===== config.mk =====
export PLATFORM = sky130hd
export DESIGN_NAME = sync_fifo_param
export DESIGN_NICKNAME = d
export VERILOG_FILES = /design/src/rtl/fifo_pkg.sv /design/src/rtl/fifo_ram.sv /design/src/rtl/sync_fifo_param.sv
export SDC_FILE = /design/constraint.sdc
export NUM_CORES = 1
export LEC_CHECK = 0
export BUFFER_PORTS_ARGS = -buffer_cell sky130_fd_sc_hd__buf_2
export CAP_MARGIN = 25
export CORE_MARGIN = 1
export CORE_UTILIZATION = 65
export CTS_CLUSTER_SIZE = 28
export DETAILED_ROUTE_END_ITERATION = 12
export GPL_ROUTABILITY_DRIVEN = 0
export PLACE_DENSITY_LB_ADDON = 0.08
export SKIP_CTS_REPAIR_TIMING = 1
export SYNTH_ARGS = -nofsm -noshare
export SYNTH_HDL_FRONTEND = slang
export SYNTH_SLANG_ARGS = --single-unit

===== constraint.sdc =====
create_clock -name clk -period 6.9 [get_ports clk]
set_input_delay 1.035 -clock clk [delete_from_list [all_inputs] [get_ports clk]]
set_output_delay 1.035 -clock clk [all_outputs]
set_load 0.01 [all_outputs]

===== src/rtl/fifo_pkg.sv =====
// Shared FIFO helpers: default sizes, address-width function and
// parameter legality checks used at elaboration time.
package fifo_pkg;

  localparam int FIFO_DEFAULT_WIDTH = 8;
  localparam int FIFO_DEFAULT_DEPTH = 16;

  // Ceiling log2 for constant sizing; clog2(16) = 4.
  function automatic int clog2(input int value);
    int res;
    int v;
    res = 0;
    v   = value - 1;
    while (v > 0) begin
      res = res + 1;
      v   = v >> 1;
    end
    return res;
  endfunction

  function automatic bit is_pow2(input int value);
    return (value > 0) && ((value & (value - 1)) == 0);
  endfunction

  // Depth must be a power of two (pointer wrap relies on it) and the
  // almost-empty level must sit strictly below the almost-full level.
  function automatic bit params_legal(input int width, input int depth,
                                      input int ae_level, input int af_level);
    return (width >= 1) && (depth >= 4) && is_pow2(depth) &&
           (ae_level < af_level) && (af_level <= depth);
  endfunction

endpackage


===== src/rtl/fifo_ram.sv =====
// Simple dual-port storage: one synchronous write port and one registered
// read port. No reset, so it maps onto block RAM and can be shared with
// clock-crossing FIFOs later.
module fifo_ram #(
  parameter int WIDTH = 8,
  parameter int AW    = 4
) (
  input  logic             clk,
  input  logic             we_i,
  input  logic [AW-1:0]    waddr_i,
  input  logic [WIDTH-1:0] wdata_i,
  input  logic             re_i,
  input  logic [AW-1:0]    raddr_i,
  output logic [WIDTH-1:0] rdata_o
);

  logic [WIDTH-1:0] mem_q [2**AW];
  logic [WIDTH-1:0] rdata_q;

  // Write port: store data at the write address when enabled.
  always_ff @(posedge clk) begin
    if (we_i) mem_q[waddr_i] <= wdata_i;
  end

  // Read port: capture the addressed word only on an enabled read, so the
  // output holds its last value between reads.
  always_ff @(posedge clk) begin
    if (re_i) rdata_q <= mem_q[raddr_i];
  end

  assign rdata_o = rdata_q;

endmodule


===== src/rtl/sync_fifo_param.sv =====
// Parametrised single-clock FIFO with occupancy count, almost-full/empty
// thresholds, overflow/underflow pulses and a read-data valid strobe.
// Handshake: a write is taken when write is high and the FIFO was not full
// before the edge (or a read is taken on the same edge); a read is taken
// when read is high and the FIFO was not empty before the edge. Rejected
// requests raise overflow/underflow for exactly the following cycle.
module sync_fifo_param
  import fifo_pkg::*;
#(
  parameter int WIDTH    = FIFO_DEFAULT_WIDTH,
  parameter int DEPTH    = FIFO_DEFAULT_DEPTH,
  parameter int AF_LEVEL = DEPTH - 2,
  parameter int AE_LEVEL = 2
) (
  input  logic                    clk,
  input  logic                    reset,
  input  logic                    write,
  input  logic [WIDTH-1:0]        din,
  input  logic                    read,
  output logic [WIDTH-1:0]        dout,
  output logic                    dout_valid,
  output logic                    full,
  output logic                    empty,
  output logic                    almost_full,
  output logic                    almost_empty,
  output logic [clog2(DEPTH):0]   count,
  output logic                    overflow,
  output logic                    underflow
);

  localparam int AW = clog2(DEPTH);
  localparam logic [AW:0] DEPTH_C = (AW+1)'(DEPTH);
  localparam logic [AW:0] AF_C    = (AW+1)'(AF_LEVEL);
  localparam logic [AW:0] AE_C    = (AW+1)'(AE_LEVEL);

  if (!params_legal(WIDTH, DEPTH, AE_LEVEL, AF_LEVEL)) begin : g_bad_params
    $error("sync_fifo_param: illegal WIDTH/DEPTH/AE_LEVEL/AF_LEVEL combination");
  end

  // Pointers carry one extra MSB so full and empty are distinguishable;
  // they wrap naturally modulo 2^(AW+1).
  logic [AW:0] wptr_q, wptr_d;
  logic [AW:0] rptr_q, rptr_d;
  logic [AW:0] count_q, count_d;
  logic        full_q, empty_q, af_q, ae_q;
  logic        dvalid_q, ovf_q, udf_q;
  logic        dout_live_q;
  logic        wr_ok, rd_ok;
  logic [WIDTH-1:0] ram_rdata;

  // Acceptance and next-state pointer/count, decided from pre-edge flags.
  always_comb begin
    wr_ok   = write & (~full_q | read);
    rd_ok   = read & ~empty_q;
    wptr_d  = wptr_q;
    rptr_d  = rptr_q;
    count_d = count_q;
    if (wr_ok) wptr_d = wptr_q + 1'b1;
    if (rd_ok) rptr_d = rptr_q + 1'b1;
    case ({wr_ok, rd_ok})
      2'b10:   count_d = count_q + 1'b1;
      2'b01:   count_d = count_q - 1'b1;
      default: count_d = count_q;
    endcase
  end

  // Pointer, count, flag and pulse registers; flags derive from next count
  // so they change in the same cycle as count.
  always_ff @(posedge clk or posedge reset) begin
    if (reset) begin
      wptr_q      <= '0;
      rptr_q      <= '0;
      count_q     <= '0;
      full_q      <= 1'b0;
      empty_q     <= 1'b1;
      af_q        <= 1'b0;
      ae_q        <= 1'b1;
      dvalid_q    <= 1'b0;
      ovf_q       <= 1'b0;
      udf_q       <= 1'b0;
      dout_live_q <= 1'b0;
    end else begin
      wptr_q   <= wptr_d;
      rptr_q   <= rptr_d;
      count_q  <= count_d;
      full_q   <= (count_d == DEPTH_C);
      empty_q  <= (count_d == '0);
      af_q     <= (count_d >= AF_C);
      ae_q     <= (count_d <= AE_C);
      dvalid_q <= rd_ok;
      ovf_q    <= write & ~wr_ok;
      udf_q    <= read & ~rd_ok;
      if (rd_ok) dout_live_q <= 1'b1;
    end
  end

  // The RAM read register has no reset; dout is forced to zero until the
  // first accepted read after reset, which gives the reset value of dout
  // without clearing storage.
  fifo_ram #(
    .WIDTH (WIDTH),
    .AW    (AW)
  ) u_ram (
    .clk     (clk),
    .we_i    (wr_ok & ~reset),
    .waddr_i (wptr_q[AW-1:0]),
    .wdata_i (din),
    .re_i    (rd_ok & ~reset),
    .raddr_i (rptr_q[AW-1:0]),
    .rdata_o (ram_rdata)
  );

  assign dout         = dout_live_q ? ram_rdata : '0;
  assign dout_valid   = dvalid_q;
  assign full         = full_q;
  assign empty        = empty_q;
  assign almost_full  = af_q;
  assign almost_empty = ae_q;
  assign count        = count_q;
  assign overflow     = ovf_q;
  assign underflow    = udf_q;

endmodule


* After elaboration in Yosys (flattened, before gate mapping)
Memories as Yosys holds them, arrays and structs flattened. A register that Yosys moved wholly into a read port is not among the register bits. Cells that the tools add are included.
Cells by class: add/subtract/negate cells 4, magnitude comparators 2, equal/unequal tests 3, muxes and demuxes 4, bitwise gates (word level) 12, reduce and logical (&&, ||, !) cells 1
Operators with widths (count):
- 5-bit by 1-bit adder with 5-bit output, second input constant | 3
- 5-bit one-hot mux with 2 select lines | 1
- 8-bit two-way mux | 1
- 1-bit bitwise AND | 6
- 5-bit == test, second input constant | 1
- 5-bit by 4-bit >= comparator with 1-bit output, second input constant | 1
- 5-bit by 2-bit less-or-equal comparator with 1-bit output, second input constant | 1
- 5-bit zero test | 1
- 1-bit NOT | 5
- 5-bit by 1-bit subtractor with 5-bit output, second input constant | 1
- 2-bit by 1-bit == test with 1-bit output, second input constant | 1
- 2-bit == test, second input constant | 1
- 1-bit two-way mux | 2
- 1-bit OR | 1
Word-level totals: flip-flop bits (word level) 23, bits in writable memories 128, bits of input ports 12, output and inout bits 20, word-level logic and storage cells 38, memories kept 1
Memory list:
- u_ram.mem_q | depth 16, bits a word 8, rd ports 1, clocked after memory_dff 1, write ports 1, line fifo_ram.sv:17 | logic [WIDTH-1:0] mem_q [2**AW];

* Logic depth before layout (Yosys ltp)
Gate-level depths: netlist of run 1.
depth in word-level cells 6, mapped depth 12, mapped depth without buffers 11

* By module
Synthesis of run 1 repeated with hierarchy kept, for this count alone.
Unflattened totals: cells, all modules 317, area, all modules 6294.8 sq um
By module, submodules not included:
- fifo_ram | instances 1, cells each 229, area each 5227.5 sq um, seq. area each 4083.9 sq um
- sync_fifo_param | instances 1, cells each 88, area each 1067.3 sq um, seq. area each 528.0 sq um

* Least setup slack after synthesis of run 1
OpenSTA, ideal clock, no wires.
path type in2reg, from input read, to register ae_q (netlist: almost_empty), arrival 3.122 ns, data required time 6.778 ns, path slack 3.656 ns, stages on the path 12, path buffers 1, cells stage by stage nand2b_1 and2_1 clkbuf_1 inv_1 ha_1 xor2_1 ha_1 o21a_1 o21ai_0 nand3_1 xnor2_1 a2111oi_0
Between the ends: longest elaborated chain between the ends 5, elaborated cells between the ends (all ways) 7
Ends and longest elaborated chain:
- start: declaration | line sync_fifo_param.sv:19 | input logic read,
- 1-bit OR | line sync_fifo_param.sv:53 | wr_ok = write & (~full_q | read);
- 1-bit bitwise AND | line sync_fifo_param.sv:53
- 2-bit by 1-bit == test with 1-bit output or 2-bit == test (tied branches) | line sync_fifo_param.sv:60 | case ({wr_ok, rd_ok})
- 5-bit one-hot mux with 2 select lines * | line sync_fifo_param.sv:60
- via count_d[4] | line sync_fifo_param.sv:44 | logic [AW:0] count_q, count_d;
- 5-bit by 2-bit less-or-equal comparator with 1-bit output * | line sync_fifo_param.sv:89 | ae_q <= (count_d <= AE_C);
- end signal: assignment | line sync_fifo_param.sv:89
- end: declaration | line sync_fifo_param.sv:45 | logic full_q, empty_q, af_q, ae_q;
The timed path passes the listed nets; every way through them passes the cells marked *. A chain may end at the register's enable or synchronous reset.

* Worst setup path after layout of run 1
from input read, to register full_q (netlist: full)
Between the ends: longest elaborated chain between the ends 5, elaborated cells between the ends (all ways) 7
Ends and longest elaborated chain:
- 1-bit OR | line sync_fifo_param.sv:53
- 1-bit bitwise AND | line sync_fifo_param.sv:53
- 2-bit by 1-bit == test with 1-bit output or 2-bit == test (tied branches) | line sync_fifo_param.sv:60
- 5-bit one-hot mux with 2 select lines * | line sync_fifo_param.sv:60
- via count_d[4] | line sync_fifo_param.sv:44
- 5-bit == test * | line sync_fifo_param.sv:86 | full_q <= (count_d == DEPTH_C);
- end signal: assignment | line sync_fifo_param.sv:86
- end: declaration | line sync_fifo_param.sv:45
Marked as above.

==> flow_summary.yaml, run 1 <==
sta:
  final.min_clock_period_ns: 3.052
  timing.fmax_mhz: 327.7
  tns_ns: 0
  finClkSkew_ns: 0.01366
  setup_ws_ns: 3.848
  setup_viol: 0
  hold_viol_final: 0
  post-route-period-util_pct: 44.23
  rsz0062_at_grt: "no"
  drv_slew: 0
  slew_headroom_pct: 46.65
  worstMarginPinSlew_ns: 0.7994
setup_path:
  crit_path_start_kind: "primary input"
  crit_top_cell: "ha_1"
  cp.required_ns: 7.29
  crit_type: "in2reg"
  crit_chain: "buf_2, nand2b_1, and2_1, inv_1, ha_1, xor2_1, ha_1, o21a_1, o21ai_0, nand3_1, xnor2_1, nor4b_1"
  cp_slowest_cell: "xnor2_1"
  endpoint_kind: "flip-flop"
  worstPathMaxFanout: 8
  critPathArrivalTime_ns: 3.44
  crit_buf_inv: 2
  critical-path-max-stage-delay_ns: 0.32
  critPathTopFamily: "simple AND/OR/NAND/NOR gates"
yosys:
  synth_cell_type_count: 32
  synth_top_family_by_area: "multiplexers"
  yosys.area.top_type: "edfxtp_1"
  ys_seq_elements: 157
  synth_xor_area_share_pct: 1.658
  synth_adder_area_share_pct: 1.579
  avgSynthCellArea_um2: 20.78
  netlist_area_mm2: 0.006339
  syn_nets: 325
  synth_compound_area_share_pct: 1.263
  muxShareOfSynthArea_pct: 16.17
  yosysWarnings: 0
  syn-instance-count: 305
  synth-simple-area-share_pct: 4.797
  synthTopCellsByArea: "edfxtp_1 (64%), mux4_1 (12%), dfrtp_1 (7.5%), mux4_2 (3.6%), and2_1 (2.1%)"
  synth.top_cell.area_share_pct: 64.43
  ys_seq_area_share_pct: 72.76
die:
  die_area_mm2: 0.01015
  row_count: 35
  initial_core_util_pct: 67.95
  io_pins: 32
  die_x_um: 100.8
  coreArea_mm2: 0.009328
  die_h_um: 100.8
clocking:
  cts_sinks: 157
  cts_made_buffers: 17
  root_buffer: "clkbuf_8"
  cts_tree: "built"
  clkTransAtPathRegs_ns: 0.07
  clkLatencyLatePin_ns: 0.51
  h-tree-depth: 4
  clock_path_buffers: 2
route:
  wl_per_cell_um: 23.61
  drc: 0
  wl_um: 11500
  vias_per_cell: 6.092
  num_vias: 2967
  first_pass_iters: 4
  detail-route-antenna-nets: 0
  drt_iter0_drc: 158
final_layout:
  nFillCells: 522
  multiInputGateArea_mm2: 0.001614
  finalNonFillerCells: 487
  most-common-layout-cells: "edfxtp_1 (136), buf_2 (31), mux4_1 (30)"
  fin_nets: 365
  drive_gt1_share_pct: 21.79
  syn_to_final_growth_pct: 12.89
  register_area_mm2: 0.004612
  antenna_cells: 0
  mostFrequentLayoutCell: "edfxtp_1"
  fin_util_pct: 76.71
global_routing:
  grt_max_degree: 30
  track_usage_pct: 25.41
  overflow: 0
  antenna_found_initial: 0
  grt_pass1_vias: 3036
  grt_pass1_wl_um: 17290
pwr:
  powerDensity_mw_per_mm2: 396.1
  vdd_drop_max_v: 0.0002052
  leakagePower_uw: 0.002565
placement:
  pre_cts_slack_ns: 3.406
  post-dp-hpwl_um: 6852
  port_buffers: 31
  dpl.cell_count: 455
job:
  cap_violations: 0
run_status:
  status: "finished, final reports clean"
worst_hold_path:
  hold_path.class: "reg2reg"
## kinds of logic (layout without fill, tap and decap cells)
family	Yosys count	count (layout)
buffers and inverters	21	74
muxes	41	41
adders and majority gates	8	8
DFF	157	157
and+or+nand+nor	54	54
AOI/OAI and AO/OA	12	12
xor gates and xnor gates	12	12
## layer usage
metal,part of all wire [%],GRT usage (%)
met1,42,34.81
met2,50,39.46
met3,6.5,5.409
met4,1.4,13.04
met5,0,0
## cells in the mapped netlist
| cell | instances |
|---|---|
| edfxtp_1 | 136 |
| mux4_1 | 30 |
| and2_1 | 21 |
| dfrtp_1 | 19 |
| mux4_2 | 10 |
| inv_1 | 9 |
| nand2_1 | 9 |
| xnor2_1 | 9 |
| clkbuf_1 | 8 |
| ha_1 | 8 |
| and3_1 | 5 |
| nand2b_1 | 5 |
| nor2_1 | 4 |
| a21oi_1 | 3 |
| buf_6 | 3 |
| o21ai_0 | 3 |
| xor2_1 | 3 |
| dfstp_2 | 2 |
| nand4_1 | 2 |
| nor2b_1 | 2 |
| nor3_1 | 2 |
| nor4_1 | 2 |
| a2111oi_0 | 1 |
| a211o_1 | 1 |
| a211oi_1 | 1 |
| a31o_2 | 1 |
| buf_8 | 1 |
| mux2_2 | 1 |
| nand3_1 | 1 |
| nor4b_1 | 1 |
| o21a_1 | 1 |
| o221ai_1 | 1 |
## layout make-up
type / instances / share of cell area (%)
clock buffers: 17 / 5.788
clock inverters: 15 / 2.098
inverters: 9 / 0.4721
multi-input cells: 127 / 22.56
flip-flops and latches: 157 / 64.45
well taps: 129 / 2.256
repair buffers: 33 / 2.378
## report_power, final
group	leakage, µW	switching (µW)	internal, µW	total (µW)
combinational	0.000806	336	356	692
clock	0.000283	388	492	880
sequential	0.00148	106	1160	1260
total	0.00257	830	2000	2830
## registers in the layout, indices dropped and copies added, names as in the netlist
signal / cells
count: 5
almost_empty: 1
overflow: 1
underflow: 1
dout_valid: 1
empty: 1
u_ram.rdata_o: 8
u_ram.mem_q: 128
almost_full: 1
dout_live_q: 1
wptr_q: 4
rptr_q: 4
full: 1
## final timing paths
| kind | start | endpoint | slack (ns) | cells past startpoint |
|---|---|---|---|---|
| max in group asynchronous | reset | rptr_q[2] | 5.68 | 2 |
| hold / removal | wptr_q[3] | wptr_q[3] | 0.54 | 1 |
| setup / recovery | read | full | 3.85 | 12 |
| setup reg to reg | full | full | 4.10 | 11 |
| hold reg to reg | wptr_q[3] | wptr_q[3] | 0.54 | 1 |
| min in group asynchronous | reset | rptr_q[1] | 0.71 | 2 |
## stage by stage
step	total power, µW	hold WS, ns	cell area, µm²
4_1_cts	2853	0.5340	7156
3_5_place_dp	1961	0.5116	6591
2_1_floorplan	1784	0.4804	6339
6_report	2834	0.5351	7156
5_1_grt	2954	0.5680	7156
3_3_place_gp	1949	0.5212	6591
No activity file was read; power rests on OpenSTA's default activity.
==> inputs of run 2 (changes only) <==
--- a/config.mk
+++ b/config.mk
@@ -8,7 +8,7 @@
 export BUFFER_PORTS_ARGS = -buffer_cell sky130_fd_sc_hd__buf_2
 export CAP_MARGIN = 25
 export CORE_MARGIN = 1
-export CORE_UTILIZATION = 65
+export CORE_UTILIZATION = 55
 export CTS_CLUSTER_SIZE = 28
 export DETAILED_ROUTE_END_ITERATION = 12
 export GPL_ROUTABILITY_DRIVEN = 0
==> constraint.sdc (replaced) <==
create_clock -name clk -period 2.48 [get_ports clk]
set_input_delay 0.372 -clock clk [delete_from_list [all_inputs] [get_ports clk]]
set_output_delay 0.372 -clock clk [all_outputs]
set_load 0.01 [all_outputs]
==> run 2 against run 1 <==
Net effect: final cell count is 4.5% higher; global-route usage fell by 4.6 points; cell area grew 3.0%; critical path depth is 1 lower; die area is 18% higher; largest cell class unchanged.
==> flow_summary.yaml, run 2 (synthesis results as in run 1) <==
run_status:
  status: "finished, final reports clean"
clocking:
  clkLatencyLatePin_ns: 0.42
  root_buffer: "clkbuf_16"
  cts_made_buffers: 17
  clock_path_buffers: 2
  cts_tree: "built"
  clkTransAtPathRegs_ns: 0.06
  h-tree-depth: 4
  cts_sinks: 157
sta:
  tns_ns: 0
  finClkSkew_ns: 0.006681
  whs_ns: 0.05458
  post-route-period-util_pct: 97.66
  setup_viol: 0
  drv_slew: 0
  hold_viol_final: 0
  timing.fmax_mhz: 412.9
  rsz0062_at_grt: "yes"
  worstMarginPinSlew_ns: 0.6546
  final.min_clock_period_ns: 2.422
  slew_headroom_pct: 56.36
pwr:
  vdd_drop_max_v: 0.001015
  powerDensity_mw_per_mm2: 1116
  leakagePower_uw: 0.002648
final_layout:
  largest-register: "u_ram.mem_q"
  multiInputGateArea_mm2: 0.001675
  antenna_cells: 0
  nFillCells: 738
  fin_nets: 376
  drive_gt1_share_pct: 26.56
  most-common-layout-cells: "edfxtp_1 (136), buf_2 (31), mux4_1 (30)"
  largest_register_ffs: 128
  syn_to_final_growth_pct: 16.27
  register_area_mm2: 0.004613
  mostFrequentLayoutCell: "edfxtp_1"
route:
  num_vias: 2969
  first_pass_iters: 5
  wl_um: 11230
  drc: 0
  detail-route-antenna-nets: 0
  drt_iter0_drc: 194
  wl_per_cell_um: 22.07
  vias_per_cell: 5.833
global_routing:
  grt_max_degree: 36
  track_usage_pct: 20.80
  grt_pass1_wl_um: 16860
  antenna_found_initial: 0
  overflow: 0
  grt_pass1_vias: 2990
setup_path:
  r2r_end: "full"
  r2r_cells: 11
  reg2reg_from: "full"
  crit_type: "reg2reg"
  worstPathMaxFanout: 5
  endpoint_kind: "flip-flop"
  critPathArrivalTime_ns: 2.73
  r2r_setup_slack_ns: 0.06
  cp.required_ns: 2.79
  crit_path_start_kind: "flip-flop"
placement:
  port_buffers: 31
  post-dp-hpwl_um: 7120
die:
  die_area_mm2: 0.01196
  die_h_um: 109.4
  io_pins: 32
  initial_core_util_pct: 57.46
  die_x_um: 109.4
  coreArea_mm2: 0.01103
  row_count: 38
worst_hold_path:
  hold_path.class: "in2async"
job:
  cap_violations: 0
==> run 2: report_power, final <==
part	switching [µW]	total, µW	internal (µW)	leakage [µW]
registers	274	3490	3220	0.00147
clock network	1010	2590	1580	0.000282
logic	1040	2140	1110	0.000891
==> run 2: layout make-up <==
cell class | count | share of cell area, %
clock buffer | 18 | 5.823
inverter | 9 | 0.4584
multi-input combinational | 127 | 22.73
sequential | 157 | 62.60
timing repair buffer | 44 | 3.769
clock inverter | 14 | 2.241
tap | 140 | 2.377
==> run 2: routing by layer <==
layer  up-vias  global-route usage [%]  part of all wire [%]
met5         -                       0                     0
met4         0                   9.429                   1.9
met2        83                   32.12                    50
met3        17                   4.801                   3.8
li1       1346                       -                     -
met1      1523                   28.57                    45
==> run 2: metrics by stage <==
step	instance area (µm²)	util, %	setup WS, ns	std cells	power [µW]
2_1_floorplan	6340	-	0.02702	305	4963
3_3_place_gp	6714	60.87	0.03286	477	5515
3_5_place_dp	6714	60.87	-0.1236	477	5554
4_1_cts	7308	66.25	-0.06185	509	8146
5_1_grt	7370	66.81	-0.07278	509	8592
6_report	7370	66.81	0.05799	509	8224
==> run 2: how the worst max path moves through the flow <==
stage,startpoint,to,slack (ns),cells past startpoint
after global routing,full,full,-0.07,11
after global placement,read,empty,0.03,12
final,full,full,0.06,11
after CTS,full,full,-0.06,11
after floorplan,empty,almost_empty,0.03,10
after detailed placement,read,full,-0.12,12
==> run 2: worst max-delay path, stage by stage (launching register included) <==
cell	delay, ns
dfrtp_1	0.38
nand2b_1	0.10
and2_4	0.15
inv_1	0.07
ha_2	0.20
xor2_1	0.16
ha_2	0.20
o21a_1	0.16
o21ai_0	0.14
nand3_1	0.14
xnor2_2	0.33
nor4b_4	0.29
